--- src/rtl/adder_pkg.sv ---
// Shared types and segmentation helpers for the carry-split adder pipeline.
// WIDTH must not exceed MAX_W; payload vectors are sized for the widest build.
package adder_pkg;

   localparam int MAX_W = 64;

   typedef struct packed {
      logic [MAX_W-1:0] res;     // result bits already produced by earlier stages
      logic [MAX_W-1:0] a;       // operand A, upper bits still pending
      logic [MAX_W-1:0] b;       // operand B (uninverted), upper bits still pending
      logic             cy;      // carry into the next segment
      logic             sub;
      logic             msb_ci;  // carry into the MSB, captured by whichever stage owns it
      logic             ovf;
   } stage_pl_t;

   function automatic int seg_width(int width, int latency);
      return (width + latency - 1) / latency;
   endfunction

   // Start bit of segment i, clamped so trailing segments may be empty.
   function automatic int seg_lo(int i, int width, int latency);
      int lo;
      lo = i * seg_width(width, latency);
      return (lo > width) ? width : lo;
   endfunction

endpackage

--- src/rtl/adder_pipe_stage.sv ---
// One pipeline stage: ripple-adds its operand segment onto the incoming carry and
// holds the payload in a valid/ready register slice. Last stage also forms ovf.
module adder_pipe_stage
   import adder_pkg::*;
#(
   parameter int WIDTH   = 32,
   parameter int LATENCY = 2,
   parameter int IDX     = 0
) (
   input  logic      aclk,
   input  logic      arstn,
   input  logic      srst,
   input  logic      up_valid,
   input  stage_pl_t up_pl,
   input  logic      dn_ready,
   output logic      dn_valid,
   output stage_pl_t dn_pl
);

   localparam int LO = seg_lo(IDX, WIDTH, LATENCY);
   localparam int HI = seg_lo(IDX + 1, WIDTH, LATENCY);

   logic      v_q, v_d;
   logic      ready;
   logic      cy, bb;
   stage_pl_t pl_q, pl_d, seg_pl;

   assign ready = ~v_q | dn_ready;

   always_comb begin
      seg_pl = up_pl;
      cy     = up_pl.cy;
      bb     = 1'b0;
      for (int i = LO; i < HI; i++) begin
         bb = up_pl.b[i] ^ up_pl.sub;
         if (i == WIDTH - 1) seg_pl.msb_ci = cy;
         seg_pl.res[i] = up_pl.a[i] ^ bb ^ cy;
         cy = (up_pl.a[i] & bb) | (cy & (up_pl.a[i] ^ bb));
      end
      seg_pl.cy = cy;
      // Empty trailing segments pass cy through, so cy here is the MSB carry-out.
      if (IDX == LATENCY - 1) begin
         seg_pl.ovf = seg_pl.msb_ci ^ cy;
`ifdef ADDER_PIPE_SAT_EN
         if (seg_pl.ovf) begin
            for (int i = 0; i < WIDTH; i++)
               seg_pl.res[i] = (i == WIDTH - 1) ? up_pl.a[WIDTH-1] : ~up_pl.a[WIDTH-1];
         end
`endif
      end
   end

   always_comb begin
      v_d  = v_q;
      pl_d = pl_q;
      if (ready) begin
         v_d = up_valid;
         if (up_valid) pl_d = seg_pl;
      end
      if (srst) begin
         v_d  = 1'b0;
         pl_d = '0;
      end
   end

   always_ff @(posedge aclk or negedge arstn) begin
      if (!arstn) begin
         v_q  <= 1'b0;
         pl_q <= '0;
      end else begin
         v_q  <= v_d;
         pl_q <= pl_d;
      end
   end

   assign dn_valid = v_q;
   assign dn_pl    = pl_q;

endmodule

--- src/rtl/adder_pipe.sv ---
// Pipelined add/subtract with carry/ovf flags and valid/ready on both sides.
// Define ADDER_PIPE_SAT_EN to saturate the signed result on overflow.
module adder_pipe
   import adder_pkg::*;
#(
   parameter int WIDTH   = 32,
   parameter int LATENCY = 2
) (
   input  logic             aclk,
   input  logic             arstn,
   input  logic             srst,
   input  logic             in_valid,
   output logic             in_ready,
   input  logic [WIDTH-1:0] a,
   input  logic [WIDTH-1:0] b,
   input  logic             sub,
   output logic             out_valid,
   input  logic             out_ready,
   output logic [WIDTH-1:0] c,
   output logic             carry,
   output logic             ovf
);

   logic [LATENCY:0] vld_pipe;
   logic [LATENCY:0] rdy;
   stage_pl_t        pl [LATENCY:0];
   stage_pl_t        pl_in;
   logic             unused_pl;

   always_comb begin
      pl_in                = '0;
      pl_in.a[WIDTH-1:0]   = a;
      pl_in.b[WIDTH-1:0]   = b;
      pl_in.cy             = sub;
      pl_in.sub            = sub;
   end

   assign pl[0]       = pl_in;
   assign vld_pipe[0] = in_valid;

   // Ready chain built from the registered valid bits in one place.
   always_comb begin
      rdy[LATENCY] = out_ready;
      for (int k = LATENCY - 1; k >= 0; k--)
         rdy[k] = ~vld_pipe[k+1] | rdy[k+1];
   end

   for (genvar k = 0; k < LATENCY; k++) begin : g_stage
      adder_pipe_stage #(
         .WIDTH   (WIDTH),
         .LATENCY (LATENCY),
         .IDX     (k)
      ) u_stage (
         .aclk     (aclk),
         .arstn    (arstn),
         .srst     (srst),
         .up_valid (vld_pipe[k]),
         .up_pl    (pl[k]),
         .dn_ready (rdy[k+1]),
         .dn_valid (vld_pipe[k+1]),
         .dn_pl    (pl[k+1])
      );
   end

   assign in_ready  = rdy[0];
   assign out_valid = vld_pipe[LATENCY];
   assign c         = pl[LATENCY].res[WIDTH-1:0];
   assign carry     = pl[LATENCY].cy;
   assign ovf       = pl[LATENCY].ovf;
   assign unused_pl = ^pl[LATENCY];

endmodule

--- config.mk ---
export PLATFORM = sky130hd
export DESIGN_NAME = adder_pipe
export DESIGN_NICKNAME = d
export VERILOG_FILES = /design/src/rtl/adder_pkg.sv /design/src/rtl/adder_pipe_stage.sv /design/src/rtl/adder_pipe.sv
export SDC_FILE = /design/constraint.sdc
export NUM_CORES = 1
export LEC_CHECK = 0
export BUFFER_PORTS_ARGS = -buffer_cell sky130_fd_sc_hd__buf_2
export CORE_MARGIN = 3
export CORE_UTILIZATION = 40
export CTS_BUF_LIST = sky130_fd_sc_hd__clkbuf_4 sky130_fd_sc_hd__clkbuf_8
export DETAILED_ROUTE_END_ITERATION = 16
export GPL_TIMING_DRIVEN = 0
export PLACE_DENSITY_LB_ADDON = 0.05
export SLEW_MARGIN = 20
export SYNTH_ARGS = -nofsm -noshare
export SYNTH_HDL_FRONTEND = slang
export SYNTH_SLANG_ARGS = --single-unit
--- constraint.sdc ---
create_clock -name aclk -period 7.61 [get_ports aclk]
set_input_delay 0.761 -clock aclk [delete_from_list [all_inputs] [get_ports aclk]]
set_output_delay 0.761 -clock aclk [all_outputs]
set_load 0.005 [all_outputs]
# --- Yosys cells after proc, flatten, opt, wreduce, memory -nomap -nowiden ---
# Index checks and enable logic that the tools add are counted.
word_totals:
  register_bits: 182
  latch_bits: 0
  mem_bits_rw: 0
  mem_bits_ro: 0
  output_inout_bits: 36
  mem_count: 0
classes:
  n_addsub: 0
  multipliers: 0
  n_div: 0
  n_lt_le_gt_ge: 0
  eq_ne: 0
  n_shift: 0
  mux: 10
  bitwise: 197
  n_reduce_logical: 6
op_table:
  columns: ["operator", "n"]
  rows:
  - ["$mux 164", 3]
  - ["$mux 148", 3]
  - ["$xor 1x1->1", 97]
  - ["$and 1x1->1", 64]
  - ["$or 1x1->1", 34]
  - ["$reduce_bool 2->1", 4]
  - ["$mux 1", 4]
  - ["$reduce_and 2->1", 2]
  - ["$not 1->1", 2]

# --- Longest topological paths before layout ---
# Gate-level depths: netlist of the first run.
logic_depth:
  word_depth: 38
  ltp_mapped: 23

# --- By module ---
# Synthesis of the first run repeated with hierarchy kept, for this count alone.
unflattened:
  cells_unflattened: 1376
  hier_area_um2: 17810.8
modules_own_cells:
  columns: ["module", "n_inst", "cells_per_inst", "area_per_inst_um2", "seq_area_each_um2"]
  rows:
  - ["adder_pipe_stage at g_stage[0].u_stage", 1, 892, 10277.4, 4929.7]
  - ["adder_pipe_stage at g_stage[1].u_stage", 1, 481, 7516.0, 4929.7]
  - ["adder_pipe", 1, 3, 17.5, 0.0]

# --- Least setup slack after synthesis of the first run ---
# No wires, ideal clock.
synth_path:
  kind: "input to register"
  start: "input sub"
  end: "register g_stage[0].u_stage.pl_q (netlist bit g_stage[0].u_stage.dn_pl[147])"
  setup_time_ns: 0.078
  arrival_ns: 7.046
  required_ns: 7.532
  path_slack_ns: 0.487
  stages: 19
  n_path_buf: 1
  cell_sequence: "buf_2 > mux2_2 > fa_1 > fa_1 > fa_1 > fa_1 > fa_1 > fa_1 > fa_1 > fa_1 > fa_1 > fa_1 > fa_1 > fa_1 > fa_1 > fa_1 > inv_1 > fa_1 > o2bb2ai_1"
synth_via:
  elab_chain_len: 36
synth_lines:
  columns: ["item", "line", "rtl"]
  rows:
  - ["start, declared", "adder_pipe.sv:16", "input logic sub,"]
  - ["$xor 1x1->1", "adder_pipe_stage.sv:35", "bb = up_pl.b[i] ^ up_pl.sub;"]
  - ["$xor 1x1->1", "adder_pipe_stage.sv:38", "cy = (up_pl.a[i] & bb) | (cy & (up_pl.a[i] ^ bb));"]
  - ["$and 1x1->1", "adder_pipe_stage.sv:38", null]
  - ["$or 1x1->1", "adder_pipe_stage.sv:38", null]
  - ["$and 1x1->1", "adder_pipe_stage.sv:38", null]
  - ["$or 1x1->1", "adder_pipe_stage.sv:38", null]
  - ["$and 1x1->1", "adder_pipe_stage.sv:38", null]
  - ["$or 1x1->1", "adder_pipe_stage.sv:38", null]
  - ["[... 20 more ...]", null, null]
  - ["$and 1x1->1", "adder_pipe_stage.sv:38", null]
  - ["$or 1x1->1", "adder_pipe_stage.sv:38", null]
  - ["$and 1x1->1", "adder_pipe_stage.sv:38", null]
  - ["$or 1x1->1", "adder_pipe_stage.sv:38", null]
  - ["$xor 1x1->1 *", "adder_pipe_stage.sv:37", "seg_pl.res[i] = up_pl.a[i] ^ bb ^ cy;"]
  - ["$mux 148 *", "adder_pipe_stage.sv:58", "if (up_valid) pl_d = seg_pl;"]
  - ["$mux 148 *", "adder_pipe_stage.sv:56", "if (ready) begin"]
  - ["$mux 148 *", "adder_pipe_stage.sv:60", "if (srst) begin"]
  - ["end signal, assigned", "adder_pipe_stage.sv:72", "pl_q <= pl_d;"]
  - ["end, declared", "adder_pipe_stage.sv:26", "stage_pl_t pl_q, pl_d, seg_pl;"]
# Every way passes the cells marked *; elsewhere a longest branch is shown, timed or not. The select of a mux whose other input is x is not followed.
# A chain may end at the register's enable or synchronous reset.

# --- Final worst setup path of the first run ---
layout_path:
  start: "register g_stage[0].u_stage.pl_q (netlist bit g_stage[0].u_stage.dn_pl[2])"
  end: "register g_stage[1].u_stage.pl_q (netlist bit g_stage[1].u_stage.dn_pl[163])"
layout_via:
  elab_chain_len: 36
layout_lines:
  columns: ["item", "line"]
  rows:
  - ["$xor 1x1->1", "adder_pipe_stage.sv:35"]
  - ["$xor 1x1->1", "adder_pipe_stage.sv:38"]
  - ["$and 1x1->1", "adder_pipe_stage.sv:38"]
  - ["$or 1x1->1", "adder_pipe_stage.sv:38"]
  - ["$and 1x1->1", "adder_pipe_stage.sv:38"]
  - ["$or 1x1->1", "adder_pipe_stage.sv:38"]
  - ["$and 1x1->1", "adder_pipe_stage.sv:38"]
  - ["$or 1x1->1", "adder_pipe_stage.sv:38"]
  - ["[... 20 more ...]", null]
  - ["$and 1x1->1", "adder_pipe_stage.sv:38"]
  - ["$or 1x1->1", "adder_pipe_stage.sv:38"]
  - ["$and 1x1->1", "adder_pipe_stage.sv:38"]
  - ["$or 1x1->1", "adder_pipe_stage.sv:38"]
  - ["$xor 1x1->1 *", "adder_pipe_stage.sv:37"]
  - ["$mux 164 *", "adder_pipe_stage.sv:58"]
  - ["$mux 164 *", "adder_pipe_stage.sv:56"]
  - ["$mux 164 *", "adder_pipe_stage.sv:60"]
  - ["end signal, assigned", "adder_pipe_stage.sv:72"]
  - ["end, declared", "adder_pipe_stage.sv:26"]
# Marks and branches as above.

==> impl_metrics.csv, run 1 <==
group,metric,value,unit
run_status,run_status,"finished, final reports clean",
setup_path,path_buf_inv,4,
setup_path,crit_cells,22,
drt,first_pass_iters,4,
setup_path,rr_endpoint,"g_stage[1].u_stage.dn_pl[163]$_DFFE_PN0P_",
logic_synthesis,yosysSeqAreaShare,0.522,
logic_synthesis,synth_top_area_frac,0.522,
clocking,holdBufCountCts,0,
floorplanning,io_pins,106,
floorplanning,initial_core_util,0.416,
timing,slew_headroom,0.627,
placed_design,place.gp.congestion,0.749,
logic_synthesis,yosysWarnings,0,
setup_path,crit_required,7.89,ns
setup_path,cp_slowest_cell,"fa_1",
power,p_per_area,205,nW/um2
setup_path,cpPeakStageDelay,0.47,ns
drt,postRouteAntennaNets,0,
logic_synthesis,syn_area,4120,um2
logic_synthesis,synth_largest_area_cell,"dfrtp_1",
setup_path,startpoint_type,"flip-flop",
cells_and_area,seq_area,2150,um2
global_routing,grt_antenna_before_repair,1,
setup_path,cp-endpoint,"g_stage[1].u_stage.dn_pl[163]$_DFFE_PN0P_",
setup_path,criticalPathCategory,"reg -> reg",
timing,setup_viol_count_final,0,
cells_and_area,layout.cells.non_filler,531,
setup_path,cp-startpoint,"g_stage[0].u_stage.dn_pl[2]$_DFFE_PN0P_",
global_routing,first_global_vias,2905,
timing,rsz0062_at_grt,"no",
power,vdd_drop_max,0.0867,mV
clocking,cts_resized,0,
setup_path,crit_chain,"buf_2 > xor2_1 > fa_1 > fa_1 > fa_1 > fa_1 > fa_1 > fa_1 > fa_1 > fa_1 > fa_1 > inv_1 > fa_1 > fa_1 > inv_1 > fa_1 > fa_1 > inv_1 > fa_1 > fa_1 > fa_1 > o2bb2ai_1",
job,maxCapViolations,0,
clocking,cts_sinks,86,
timing,fin_skew,0.0165,ns
clocking,cts_tree,"built",
timing,finalSetupTns,0,ns
cells_and_area,insertedDiodeCount,0,
cells_and_area,area_growth,22.6,%
drt,drt_wl_total,9320,um
placed_design,portBuffers,103,
timing,hold_viol_final,0,
floorplanning,rows,36,
logic_synthesis,synthTopCellsByArea,"dfrtp_1, a22o_1, fa_1",
setup_path,cp.arrival,7.54,ns
cells_and_area,n_fill_cell,918,
floorplanning,coreArea,9910,um2
placed_design,dpl.cell_count,515,
global_routing,grt_usage,0.175,
cells_and_area,multi_input_area,1770,um2
logic_synthesis,synth_cell_type_count,22,
floorplanning,die_area,11600,um2
global_routing,grt_max_degree,46,
cells_and_area,layout.nets,494,
timing,maxSlewViolCount,0,
drt,drtIter0Drc,96,
timing,layout_min_cycle_time,7.26,ns
drt,drc,0,
setup_path,crit_family,"adder cells",
global_routing,gr-total-overflow,0,
clocking,cts_buffers,9,
timing,fmax,138,MHz
drt,vias,2676,
clocking,root_buffer,"clkbuf_8",
logic_synthesis,syn_inst,278,
cells_and_area,drive_gt1_frac,0.372,
logic_synthesis,ys_ff_latch,86,
floorplanning,dieHeight,107,um
setup_path,crit-reg2reg-launch,"g_stage[0].u_stage.dn_pl[2]$_DFFE_PN0P_",
clocking,clkLatencyLatePin,0.36,ns
setup_path,crit_path_end_kind,"flip-flop",
clocking,cts_setup_buffers,0,
drt,vias_per_cell,5.04,
clocking,ctsLongestPathBuffers,2,
power,p_leak,2.58,nW
worst_hold_path,min_path_type,"in -> async",
timing,finalCritPeriodShare,0.954,
clocking,htreeDepth,3,
logic_synthesis,synth_fp_nets,379,
floorplanning,die_w,107,um
global_routing,grt_pass1_wl,15300,um
placed_design,hpwlAfterDp,6720,um
setup_path,critPathMaxFanout,8,
logic_synthesis,avgSynthCellArea,14.8,um2
timing,worstMarginPinSlew,0.559,ns
drt,routedWlPerCell,17.6,um
setup_path,rr_worst_depth,22,
setup_path,cp_common_cell,"fa_1",
setup_path,rrSetupSlack,0.35,ns
clocking,path_clk_slew,0.09,ns
## cell usage in the layout (no fill, tap or decap), types with 3 or more instances in the layout
cell       Yosys  final
fa_1          31     31
xor2_1        27     27
xnor2_1        6      6
buf_2         10    112
o2bb2ai_1      8      8
inv_1         11     11
dfrtp_1       86     86
clkbuf_8       0      9
buf_6          8      8
buf_4          2      3
a22o_1        75     75
## kinds of logic after synthesis
group,synth area share
XOR/XNOR,0.0701
AO/OA/AOI/OAI,0.188
adder cells (fa/ha/maj),0.151
multiplexers,0.00273
buffers and inverters,0.0486
AND/OR/NAND/NOR,0.0176
flip-flops,0.522
## stage by stage
stage / util / area, um2 / hold slack [ns] / power, W / setup WS [ns]
2_1_floorplan: - / 4120 / 0.457 / 0.000619 / 0.487
3_3_place_gp: 0.485 / 4800 / 0.468 / 0.000689 / 0.0833
3_5_place_dp: 0.488 / 4830 / 0.473 / 0.000695 / 0.0741
4_1_cts: 0.510 / 5050 / 0.388 / 0.00105 / 0.243
5_1_grt: 0.510 / 5050 / 0.417 / 0.00110 / 0.00110
6_report: 0.510 / 5050 / 0.394 / 0.00103 / 0.352
## cells in the mapped netlist
library cell,number
buf_6,8
nor3b_2,1
buf_2,10
a21oi_2,1
a21oi_1,1
xnor2_1,6
fa_1,31
and3b_4,1
nand2b_1,1
a21oi_4,1
nand3b_1,2
nor2_1,2
inv_2,1
nor3b_4,1
mux2_2,1
inv_1,11
a22o_1,75
buf_4,2
xor2_1,27
dfrtp_1,86
a22o_4,1
o2bb2ai_1,8
## worst reg2reg max path, cell delays in order, from the launching register on
cell and delay (ns):
dfrtp_1 0.36, buf_2 0.19, xor2_1 0.19, fa_1 0.40, fa_1 0.43, fa_1 0.45
fa_1 0.44, fa_1 0.43, fa_1 0.43, fa_1 0.44, fa_1 0.47, fa_1 0.44
inv_1 0.09, fa_1 0.21, fa_1 0.19, inv_1 0.06, fa_1 0.42, fa_1 0.40
inv_1 0.10, fa_1 0.20, fa_1 0.24, fa_1 0.43, o2bb2ai_1 0.16
## where the power goes
part,internal (W),switching [W]
registers,0.000488,0.0000200
logic,0.0000844,0.0000879
clock network,0.000188,0.000166
total,0.000761,0.000274
## registers in the layout, indices dropped and copies added (netlist names)
name                      cells
g_stage.u_stage.dn_pl        84
g_stage.u_stage.dn_valid      2
## metal layers
layer  vias to the layer above  track usage  routed length [um]
met5                         -            0                   7
met4                         2       0.0685                 218
met3                        17       0.0528                 621
met2                        81        0.284                4530
met1                      1352        0.219                3940
li1                       1224            -                   -
## worst min-delay path by stage
stage                                                      to                                       from  slack (ns)  cells past startpoint
floorplan           g_stage[0].u_stage.dn_pl[147]$_DFFE_PN0P_  g_stage[0].u_stage.dn_pl[147]$_DFFE_PN0P_        0.46                      1
global placement    g_stage[1].u_stage.dn_pl[157]$_DFFE_PN0P_  g_stage[1].u_stage.dn_pl[157]$_DFFE_PN0P_        0.47                      1
detailed placement    g_stage[1].u_stage.dn_pl[3]$_DFFE_PN0P_    g_stage[1].u_stage.dn_pl[3]$_DFFE_PN0P_        0.47                      1
CTS                  g_stage[0].u_stage.dn_pl[98]$_DFFE_PN0P_                                      arstn        0.39                      1
global route        g_stage[1].u_stage.dn_pl[161]$_DFFE_PN0P_                                      arstn        0.42                      1
finish               g_stage[0].u_stage.dn_pl[98]$_DFFE_PN0P_                                      arstn        0.39                      1
## layout make-up
type	instances	area share
buffer	20	0.0307
inverter	12	0.00892
multi-input combinational	160	0.350
sequential	86	0.426
clock buffer	10	0.0260
tap	133	0.0330
timing repair buffer	104	0.108
clock inverter	6	0.0171
(Power assumes the default switching activity.)
==> inputs of run 2 (changes only) <==
- MAX_ROUTING_LAYER: default -> met4
==> impl_metrics.csv, run 2 (synthesis gave the netlist of run 1 again) <==
group,metric,value,unit
drt,first_pass_iters,4,
global_routing,gr-total-overflow,0,
setup_path,startpoint_type,"flip-flop",
global_routing,first_global_vias,2904,
floorplanning,coreArea,9910,um2
setup_path,critPathMaxFanout,8,
power,p_per_area,204,nW/um2
global_routing,grt_pass1_wl,15300,um
cells_and_area,largest_reg_flops,84,
setup_path,crit_path_end_kind,"flip-flop",
timing,hold_viol_final,0,
setup_path,crit-reg2reg-launch,"g_stage[0].u_stage.dn_pl[2]$_DFFE_PN0P_",
setup_path,rrSetupSlack,0.36,ns
clocking,cts_sinks,86,
setup_path,rr_worst_depth,22,
timing,fin_skew,0.0144,ns
setup_path,cpPeakStageDelay,0.47,ns
floorplanning,initial_core_util,0.416,
global_routing,grt_usage,0.180,
floorplanning,io_pins,106,
setup_path,cp_slowest_cell,"fa_1",
drt,postRouteAntennaNets,0,
clocking,root_buffer,"clkbuf_8",
placed_design,dpl.cell_count,515,
drt,drc,0,
global_routing,grt_max_degree,46,
power,vdd_drop_max,0.0867,mV
cells_and_area,final_cell_mix,"buf_2, dfrtp_1, a22o_1, fa_1, xor2_1",
setup_path,cp_common_cell,"fa_1",
placed_design,hpwlAfterDp,6720,um
drt,routedWlPerCell,17.6,um
timing,maxSlewViolCount,0,
floorplanning,rows,36,
drt,vias_per_cell,5.05,
timing,finalSetupTns,0,ns
cells_and_area,layout.nets,494,
run_status,run_status,"finished, final reports clean",
power,power,0.00103,W
setup_path,criticalPathCategory,"reg -> reg",
timing,slew_headroom,0.627,
cells_and_area,n_fill_cell,918,
clocking,cts_setup_buffers,0,
worst_hold_path,min_path_type,"in -> async",
floorplanning,die_w,107,um
floorplanning,dieHeight,107,um
clocking,cts_tree,"built",
timing,whs,0.394,ns
setup_path,rr_endpoint,"g_stage[1].u_stage.dn_pl[163]$_DFFE_PN0P_",
clocking,ctsLongestPathBuffers,2,
power,p_leak,2.58,nW
floorplanning,die_area,11600,um2
placed_design,place.gp.congestion,0.759,
timing,finalCritPeriodShare,0.953,
timing,layout_min_cycle_time,7.25,ns
clocking,cts_buffers,9,
setup_path,crit_required,7.89,ns
job,maxCapViolations,0,
global_routing,grt_antenna_before_repair,1,
cells_and_area,final_common_cell,"buf_2",
setup_path,crit_chain,"buf_2 > xor2_1 > fa_1 > fa_1 > fa_1 > fa_1 > fa_1 > fa_1 > fa_1 > fa_1 > fa_1 > inv_1 > fa_1 > fa_1 > inv_1 > fa_1 > fa_1 > inv_1 > fa_1 > fa_1 > fa_1 > o2bb2ai_1",
timing,worstMarginPinSlew,0.559,ns
drt,drt_wl_total,9360,um
timing,rsz0062_at_grt,"no",
timing,fmax,138,MHz
cells_and_area,layout.cells.non_filler,532,
clocking,holdBufCountCts,0,
cells_and_area,area_growth,22.6,%
clocking,clkLatencyLatePin,0.36,ns
drt,drtIter0Drc,126,
clocking,htreeDepth,3,
cells_and_area,drive_gt1_frac,0.372,
timing,setup_viol_count_final,0,
clocking,path_clk_slew,0.09,ns
clocking,cts_resized,0,
cells_and_area,fin_util,0.510,
placed_design,portBuffers,103,
drt,vias,2689,
setup_path,cp.arrival,7.53,ns
run 2: cell count changes in the layout (fill, tap and decap cells not counted), sizes merged:
cell / change
diode: +1
run 2: where the power goes:
| part | total (W) | switching (W) | internal (W) | leakage, nW |
|---|---|---|---|---|
| clock network | 0.000352 | 0.000164 | 0.000188 | 0.110 |
| registers | 0.000508 | 0.0000200 | 0.000488 | 1.16 |
| logic | 0.000173 | 0.0000882 | 0.0000844 | 1.31 |
run 2: how the worst max path moves through the flow:
stage | from | endpoint | slack (ns) | depth (start not counted)
after floorplan | sub | g_stage[0].u_stage.dn_pl[147]$_DFFE_PN0P_ | 0.49 | 19
after global placement | sub | g_stage[0].u_stage.dn_pl[147]$_DFFE_PN0P_ | 0.08 | 19
after detailed placement | sub | g_stage[0].u_stage.dn_pl[147]$_DFFE_PN0P_ | 0.07 | 19
after CTS | g_stage[0].u_stage.dn_pl[2]$_DFFE_PN0P_ | g_stage[1].u_stage.dn_pl[163]$_DFFE_PN0P_ | 0.24 | 22
after global routing | g_stage[0].u_stage.dn_pl[2]$_DFFE_PN0P_ | g_stage[1].u_stage.dn_pl[163]$_DFFE_PN0P_ | 0.001 | 22
final | g_stage[0].u_stage.dn_pl[2]$_DFFE_PN0P_ | g_stage[1].u_stage.dn_pl[163]$_DFFE_PN0P_ | 0.36 | 22
run 2: area by class of cell:
type	instances	area [um2]	area share
tap	133	166	0.0329
clock buffer	10	131	0.0260
buffer	20	155	0.0307
sequential	86	2150	0.426
clock inverter	6	86.3	0.0171
inverter	12	45.0	0.00892
timing repair buffer	104	546	0.108
antenna	1	2.50	0.000495
multi-input combinational	160	1770	0.350
run 2: through the flow:
step / area, um2 / setup WS (ns)
2_1_floorplan: 4120 / 0.487
3_3_place_gp: 4800 / 0.0833
3_5_place_dp: 4830 / 0.0741
4_1_cts: 5050 / 0.243
5_1_grt: 5050 / 0.00110
6_report: 5050 / 0.360
run 2: routing by layer:
metal | global-route usage | part of all wire | routed length, um
met5 | - | 0 | 0
met1 | 0.221 | 0.43 | 4000
met3 | 0.0480 | 0.062 | 583
met4 | 0.0685 | 0.023 | 215
met2 | 0.286 | 0.49 | 4560
run 2: critical path: cells and delay by family (launching register included):
kind                       cells  cell delay, ns
AOI/OAI and AO/OA              1            0.15
adders and majority gates     16            6.01
buffers and inverters          4            0.44
DFF                            1            0.36
xor gates and xnor gates       1            0.19
==> inputs of run 3 (changes only) <==
- CORE_UTILIZATION: 40 -> 25
- clock period: 7.61 -> 7.8 ns (I/O delays scaled with it)
==> impl_metrics.csv, run 3 (synthesis gave the netlist of run 1 again) <==
group,metric,value,unit
timing,slew_headroom,0.630,
drt,postRouteAntennaNets,0,
floorplanning,io_pins,106,
timing,finalCritPeriodShare,0.930,
placed_design,dpl_cell_area,4940,um2
power,vdd_drop_max,0.0714,mV
setup_path,criticalPathCategory,"reg -> reg",
placed_design,dpl.cell_count,598,
setup_path,rrSetupSlack,0.55,ns
cells_and_area,design_area,5120,um2
cells_and_area,drive_gt1_frac,0.370,
floorplanning,initial_core_util,0.258,
floorplanning,die_area,18100,um2
timing,rsz0062_at_grt,"no",
cells_and_area,area_growth,24.3,%
cells_and_area,largest_reg_flops,84,
clocking,holdBufCountCts,0,
clocking,ctsLongestPathBuffers,2,
clocking,cts_buffers,9,
timing,worstMarginPinSlew,0.554,ns
setup_path,crit-reg2reg-launch,"g_stage[0].u_stage.dn_pl[2]$_DFFE_PN0P_",
timing,fin_skew,0.00636,ns
setup_path,rr_worst_depth,22,
power,p_leak,2.57,nW
setup_path,rr_endpoint,"g_stage[1].u_stage.dn_pl[163]$_DFFE_PN0P_",
drt,drt_wl_total,10800,um
setup_path,critPathMaxFanout,8,
global_routing,grt_antenna_before_repair,1,
setup_path,cp-startpoint,"g_stage[0].u_stage.dn_pl[2]$_DFFE_PN0P_",
clocking,cts_sinks,86,
global_routing,gr-total-overflow,0,
clocking,cts_setup_buffers,0,
drt,drtIter0Drc,126,
clocking,cts_tree,"built",
timing,setup_viol_count_final,0,
drt,vias,2604,
drt,drc,0,
run_status,run_status,"finished, final reports clean",
timing,hold_viol_final,0,
timing,maxSlewViolCount,0,
floorplanning,rows,46,
setup_path,cp-endpoint,"g_stage[1].u_stage.dn_pl[163]$_DFFE_PN0P_",
cells_and_area,layout.cells.non_filler,614,
cells_and_area,final_cell_mix,"buf_2, dfrtp_1, a22o_1, fa_1, xor2_1",
global_routing,grt_usage,0.129,
drt,vias_per_cell,4.24,
cells_and_area,fin_util,0.320,
floorplanning,dieHeight,134,um
cells_and_area,final_common_cell,"buf_2",
setup_path,crit_required,8.09,ns
placed_design,portBuffers,103,
job,maxCapViolations,0,
global_routing,first_global_vias,2991,
timing,fmax,138,MHz
global_routing,grt_pass1_wl,16900,um
setup_path,crit_path_end_kind,"flip-flop",
timing,finalSetupTns,0,ns
clocking,path_clk_slew,0.08,ns
setup_path,startpoint_type,"flip-flop",
clocking,htreeDepth,3,
floorplanning,die_w,134,um
setup_path,cp.arrival,7.54,ns
global_routing,grt_max_degree,45,
clocking,root_buffer,"clkbuf_8",
clocking,cts_resized,0,
floorplanning,coreArea,16000,um2
drt,routedWlPerCell,17.6,um
drt,first_pass_iters,4,
clocking,clkLatencyLatePin,0.36,ns
worst_hold_path,min_path_type,"in -> async",
timing,layout_min_cycle_time,7.25,ns
power,p_per_area,189,nW/um2
placed_design,place.gp.congestion,0.707,
placed_design,hpwlAfterDp,7720,um
cells_and_area,layout.nets,494,
[run 3: changes by cell type in the layout (fill, tap and decap cells not counted), sizes merged]
cell / previous run / this run
clkinvlp: 1 / 0
bufinv: 2 / 0
clkbuf: 10 / 14
clkinv: 3 / 1
[run 3: routing by layer]
metal / global-route usage / share of wire / up-vias / wire (um)
li1: - / - / 1229 / -
met1: 0.174 / 0.47 / 1279 / 5120
met2: 0.186 / 0.45 / 84 / 4890
met3: 0.0330 / 0.059 / 12 / 639
met4: 0.0492 / 0.016 / 0 / 168
met5: - / 0 / - / 0
[run 3: final cells by class]
cell class	count	area (um2)
fillers	1659	10900
flip-flops and latches	86	2150
multi-input cells	160	1770
repair buffers	104	549
well taps	216	270
clock buffers	14	174
plain buffers	20	155
inverters	12	45.0
clock inverters	1	5.00
diodes	1	2.50
[run 3: per-stage QoR]
stage / power, W / hold WS [ns] / worst slack [ns]
after floorplan: 0.000604 / 0.457 / 0.658
final: 0.000970 / 0.322 / 0.546
after global placement: 0.000682 / 0.469 / 0.222
after global routing: 0.00103 / 0.347 / 0.161
after CTS: 0.000991 / 0.329 / 0.435
after detailed placement: 0.000684 / 0.472 / 0.199
[run 3: worst max-delay path, cell delays in order, from the launching register on]
cell and delay [ns]:
dfrtp_1 0.36, buf_2 0.19, xor2_1 0.19, fa_1 0.41, fa_1 0.43, fa_1 0.45
fa_1 0.45, fa_1 0.43, fa_1 0.44, fa_1 0.45, fa_1 0.46, fa_1 0.45
inv_1 0.10, fa_1 0.21, fa_1 0.18, inv_1 0.06, fa_1 0.42, fa_1 0.40
inv_1 0.09, fa_1 0.20, fa_1 0.25, fa_1 0.43, o2bb2ai_1 0.13
[run 3: how the worst min path moves through the flow]
| stage | cells past startpoint | endpoint |
|---|---|---|
| 6_report | 1 | g_stage[0].u_stage.dn_pl[97]$_DFFE_PN0P_ |
| 5_1_grt | 1 | g_stage[0].u_stage.dn_pl[97]$_DFFE_PN0P_ |
| 4_1_cts | 1 | g_stage[0].u_stage.dn_pl[97]$_DFFE_PN0P_ |
| 3_5_place_dp | 1 | g_stage[1].u_stage.dn_pl[157]$_DFFE_PN0P_ |
| 3_3_place_gp | 1 | g_stage[1].u_stage.dn_pl[158]$_DFFE_PN0P_ |
| 2_1_floorplan | 1 | g_stage[0].u_stage.dn_pl[147]$_DFFE_PN0P_ |
[run 3: where the power goes]
part / internal (W) / total (W) / leakage, nW / switching (W)
Clock: 0.000142 / 0.000300 / 0.0968 / 0.000158
Sequential: 0.000476 / 0.000496 / 1.16 / 0.0000201
Combinational: 0.0000835 / 0.000173 / 1.31 / 0.0000895
Total: 0.000702 / 0.000970 / 2.57 / 0.000268
